$ cat config.mk
export PLATFORM = sky130hd
export DESIGN_NAME = adder_serial_n
export DESIGN_NICKNAME = d
export VERILOG_FILES = /design/src/rtl/adder_serial_n.sv
export SDC_FILE = /design/constraint.sdc
export NUM_CORES = 1
export LEC_CHECK = 0
export CAP_MARGIN = 20
export CORE_MARGIN = 2
export CORE_UTILIZATION = 35
export DETAILED_ROUTE_END_ITERATION = 7
export GPL_ROUTABILITY_DRIVEN = 1
export PLACE_DENSITY = 0.59
export SLEW_MARGIN = 20
export SYNTH_ARGS = -nofsm -noshare
export SYNTH_HDL_FRONTEND = slang
export SYNTH_SLANG_ARGS = --single-unit
$ cat constraint.sdc
create_clock -name clk -period 3.8 [get_ports clk]
set_input_delay 0.57 -clock clk [delete_from_list [all_inputs] [get_ports clk]]
set_output_delay 0.57 -clock clk [all_outputs]
set_load 0.03 [all_outputs]
$ cat src/rtl/adder_serial_n.sv
// Multi-cycle N-bit adder/subtractor: one CHUNK-bit slice per cycle through a
// ripple chain of full-adder cells, carry held in a register between slices.

module adder_serial_n_fa (
    input  logic a,
    input  logic b,
    input  logic ci,
    output logic s,
    output logic co
);
    always_comb begin
        s  = a ^ b ^ ci;
        co = (a & b) | (a & ci) | (b & ci);
    end
endmodule

module adder_serial_n #(
    parameter int N     = 32,
    parameter int CHUNK = 4
) (
    input  logic         clk,
    input  logic         rst_n,
    input  logic [N-1:0] a,
    input  logic [N-1:0] b,
    input  logic         c_in,
    input  logic         sub,
    input  logic         i_valid,
    output logic         i_ready,
    output logic [N-1:0] sum,
    output logic         c_out,
    output logic         overflow,
    output logic         o_valid,
    input  logic         o_ready
);
    localparam int L  = N / CHUNK;
    localparam int CW = (L > 1) ? $clog2(L) : 1;

    generate
        if (N < 1 || CHUNK < 1 || CHUNK > N || (N % CHUNK) != 0) begin : g_param_check
            $error("adder_serial_n: need 1 <= CHUNK <= N and N %% CHUNK == 0");
        end
    endgenerate

    typedef enum logic [1:0] {
        IDLE,
        BUSY,
        DONE
    } state_t;

    state_t         state;
    state_t         state_next;
    logic [CW-1:0]  cnt;
    logic [N-1:0]   a_reg;
    logic [N-1:0]   b_reg;
    logic [N-1:0]   acc;
    logic [N-1:0]   acc_next;
    logic           carry;
    logic [CHUNK-1:0] slice_a;
    logic [CHUNK-1:0] slice_b;
    logic [CHUNK-1:0] slice_sum;
    logic [CHUNK:0]   chain;
    logic           accept;
    logic           last;

    assign i_ready = (state == IDLE);
    assign o_valid = (state == DONE);
    assign accept  = i_valid && (state == IDLE);
    assign last    = (cnt == CW'(L - 1));

    always_comb begin
        slice_a = a_reg[int'(cnt) * CHUNK +: CHUNK];
        slice_b = b_reg[int'(cnt) * CHUNK +: CHUNK];
    end

    assign chain[0] = carry;

    generate
        for (genvar i = 0; i < CHUNK; i++) begin : g_cell
            adder_serial_n_fa u_fa (
                .a  (slice_a[i]),
                .b  (slice_b[i]),
                .ci (chain[i]),
                .s  (slice_sum[i]),
                .co (chain[i+1])
            );
        end
    endgenerate

    // Merge the current slice so the last BUSY edge can publish the full word at once.
    always_comb begin
        acc_next = acc;
        acc_next[int'(cnt) * CHUNK +: CHUNK] = slice_sum;
    end

    always_ff @(posedge clk or negedge rst_n) begin
        if (!rst_n) begin
            state <= IDLE;
        end else begin
            state <= state_next;
        end
    end

    always_comb begin
        state_next = state;
        unique case (state)
            IDLE: if (accept) state_next = BUSY;
            BUSY: if (last) state_next = DONE;
            DONE: if (o_ready) state_next = IDLE;
            default: state_next = IDLE;
        endcase
    end

    always_ff @(posedge clk or negedge rst_n) begin
        if (!rst_n) begin
            cnt      <= '0;
            a_reg    <= '0;
            b_reg    <= '0;
            acc      <= '0;
            carry    <= 1'b0;
            sum      <= '0;
            c_out    <= 1'b0;
            overflow <= 1'b0;
        end else if (accept) begin
            // Subtraction as a + ~b + ~c_in; c_out then reads 1 for "no borrow".
            a_reg <= a;
            b_reg <= sub ? ~b : b;
            carry <= sub ? ~c_in : c_in;
            cnt   <= '0;
        end else if (state == BUSY) begin
            acc   <= acc_next;
            carry <= chain[CHUNK];
            if (last) begin
                cnt      <= '0;
                sum      <= acc_next;
                c_out    <= chain[CHUNK];
                overflow <= chain[CHUNK] ^ chain[CHUNK-1];
            end else begin
                cnt <= cnt + 1'b1;
            end
        end
    end
endmodule

==> key figures <==
Clock network
  – Clock buffer depth: 2
  – CTS buffer count: 17
  – CTS tree: done
  – CTS Sinks: 136
  – CTS H-tree depth: 4
  – Worst-path clk slew: 0.06 ns
  – Post-CTS Resized: 0
  – Clk root buf: clkbuf_16
  – Worst-skew pair later-pin latency: 0.42 ns

Timing
  – Setup TNS: 0 ns
  – Final Cycle Share: 94.6%
  – Slew HR: 35.3%
  – Fmax: 0.278 GHz
  – Min Tclk post-route: 3.59 ns
  – Final Hold Viols: 0
  – Worst slew pin tran: 0.959 ns
  – Skew final: 0.00437 ns
  – Final Setup Violations: 0
  – Slew Limit Fails: 0
  – RSZ-0062 raised after global routing: false

Floorplan
  – Die X: 141 µm
  – I/O pin total: 106
  – DIE AREA: 0.0199 mm²
  – Core Area: 0.0186 mm²
  – Die height: 141 µm
  – Starting density of the core: 35.5%
  – Core Rows: 50

Global route
  – Vias in the first global route: 4886
  – Grt total ovfl: 0
  – Initial antenna violation count: 0
  – Gr usage total: 16.3%
  – Global-route wire length before repair: 25500 µm
  – Largest net degree at the start of global routing: 121

Route
  – Remaining DRCs: 0
  – DR vias/cell: 5.13
  – Via count: 4756
  – DRT antenna net count: 0
  – Avg WL per Cell: 16.8 µm
  – WL final: 15600 µm
  – DRT Pass-1 Iters: 4
  – Initial DRC Count: 257

Layout
  – Area delta synth->final: 29.6%
  – Share of layout cells above drive strength 1: 19.5%
  – Post-Route Utilization: 46.0%
  – Diodes inserted: 0
  – Fin nets: 762

Logic synthesis
  – Synthesized area per cell: 11.4 µm²
  – Yosys reg bits: 136
  – Syn Inst Count: 577
  – Post-synth EDFFs: 0
  – Post-Syn Area: 0.00659 mm²
  – Main synth FF type: dfrtp_1
  – Yosys cell types: 48
  – Post-synth net total: 658
  – Yosys warns: 0
  – Async SR Flop Fraction: 100%
  – Seq/Total Area, Yosys: 51.7%

Pwr
  – Flop pwr share: 28.9%
  – Max VDD drop: 0.512 mV
  – Net Sw Frac: 41.0%
  – Pint: 0.00520 W
  – Leak pwr: 3.58 nW
  – Sw Pwr: 0.00360 W
  – Power per cell area: 1030 mW/mm²
  – Clk pwr share: 19.4%
  – Comb pwr share: 51.7%

Min path
  – Worst min path class: input pin to async pin

Worst setup path
  – Nature of the critical path endpoint: flop
  – Required time of the critical path: 4.10 ns
  – Worst-path fanout max: 9
  – CP Class: flop to flop
  – Crit path DAT: 3.90 ns
  – CP Launch Type: flop

Status
  – Status: finished, final reports clean

Place
  – Final HPWL DP: 10800 µm
  – Routability Congestion: 0.774
  – Port buffer count: 105

Flow run
  – Max-cap viol count: 0
[layout make-up]
class	instances	area (µm²)
fill	1673	10000
timing repair buffer	125	1210
multi-input combinational	391	2980
sequential	136	3400
tap	234	293
clock inverter	8	118
inverter	10	37.5
clock buffer	23	498
[worst max-delay path, cell delays in order, from the launching register on]
cell and delay, ns:
dfrtp_2 0.50, mux4_2 0.54, nand2_1 0.09, nand2_1 0.08, fa_1 0.38, inv_1 0.07
fa_1 0.19, fa_1 0.21, inv_1 0.06, fa_1 0.55, nor2b_1 0.18, buf_4 0.18
and3_1 0.18, mux2_2 0.26
[synth_stat cells (2+ instances only)]
library cell,n,share of area (%)
nand3b_1,6,0.68
or3_1,3,0.28
a221oi_1,12,1.6
xnor2_1,32,4.3
nor2_1,83,4.7
ha_1,7,1.3
xor2_1,2,0.27
nor2b_1,4,0.38
nand2_1,20,1.1
mux2i_1,7,1.1
or2_2,2,0.19
nor4b_1,2,0.27
fa_1,4,1.2
a31oi_1,10,0.95
buf_6,2,0.34
nand4_1,2,0.19
buf_2,7,0.53
mux2_2,58,9.9
and4b_1,2,0.30
o31ai_1,5,0.57
a21oi_1,52,4.0
o311ai_0,3,0.40
nand2b_1,8,0.76
inv_1,9,0.51
o22a_1,2,0.27
dfrtp_1,136,52
nor3_1,8,0.61
nor4bb_1,3,0.46
buf_1,5,0.28
mux4_2,16,5.5
o21ai_0,23,1.7
mux2_4,2,0.46
clkbuf_1,25,1.4
[final timing paths]
kind / slack [ns] / from / end / cells after the start
max in group asynchronous: 2.75 / rst_n / sum[21]$_DFFE_PN0P_ / 2
worst min-delay path: 0.28 / rst_n / sum[25]$_DFFE_PN0P_ / 1
min in group clk: 0.49 / sum[12]$_DFFE_PN0P_ / sum[12]$_DFFE_PN0P_ / 2
worst max-delay path: 0.21 / cnt[0]$_DFFE_PN0P_ / acc[23]$_DFFE_PN0P_ / 13
worst min register to register: 0.49 / sum[12]$_DFFE_PN0P_ / sum[12]$_DFFE_PN0P_ / 2
worst max register to register: 0.21 / cnt[0]$_DFFE_PN0P_ / acc[23]$_DFFE_PN0P_ / 13
[metal layers]
metal	track usage [%]	share of wire, %
met2	26.5	49
met1	21.7	45
met3	4.38	5.3
met4	4.58	0.94
met5	0	0
[repair_timing]
item / 4_1_cts / 5_1_grt
hold buffers: 0 / 0
endpoints found under the setup margin: 0 / 1
setup buffers: 0 / 2
[kinds of logic (layout without fill, tap and decap cells)]
family / Yosys count / count (layout) / synth area share [%]
simple gates: 151 / 151 / 11.1
flops: 136 / 136 / 51.7
compound gates: 112 / 112 / 10.1
mux: 83 / 83 / 16.9
buf+inv: 50 / 166 / 3.23
xor+xnor: 34 / 34 / 4.52
fa+ha+maj: 11 / 11 / 2.55
[metrics by stage]
stage | hold WS (ns) | area (µm²) | power (W) | std cells | setup WS (ns)
6_report | 0.277 | 8540 | 0.00880 | 927 | 0.206
3_3_place_gp | 0.463 | 7910 | 0.00697 | 894 | 0.241
3_5_place_dp | 0.476 | 7910 | 0.00711 | 894 | 0.147
2_1_floorplan | 0.274 | 6590 | 0.00543 | 577 | 0.153
4_1_cts | 0.378 | 8520 | 0.00886 | 925 | 0.138
5_1_grt | 0.375 | 8540 | 0.00934 | 927 | 0.0585
[power groups by stage]
stage          clock, W  sequential [W]  combinational (W)
3_3_place_gp          0         0.00255            0.00442
2_1_floorplan         0         0.00277            0.00266
3_5_place_dp          0         0.00257            0.00454
6_report        0.00171         0.00254            0.00455
4_1_cts         0.00174         0.00256            0.00456
5_1_grt         0.00181         0.00262            0.00491
[cell usage in the layout (no fill, tap or decap), drive strengths merged, types with 2 or more instances in the layout]
cell           synthesis  layout
a21oi                 52      52
a221oi                12      12
a31oi                 10      10
and4b                  2       2
buf                   14      21
bufinv                 0       3
clkbuf                26      24
clkdlybuf4s50          0     103
clkinv                 0       4
dfrtp                136     136
fa                     4       4
ha                     7       7
inv                   10      10
mux2                  60      60
mux2i                  7       7
mux4                  16      16
nand2                 20      20
nand2b                 8       8
nand3b                 6       6
nand4                  2       2
nor2                  83      83
nor2b                  4       4
nor3                   8       8
nor4b                  2       2
nor4bb                 3       3
o21ai                 23      23
o22a                   2       2
o311ai                 3       3
o31ai                  5       5
or2                    2       2
or3                    4       4
xnor2                 32      32
xor2                   2       2
Note: power is estimated with default switching activity, not from simulation.
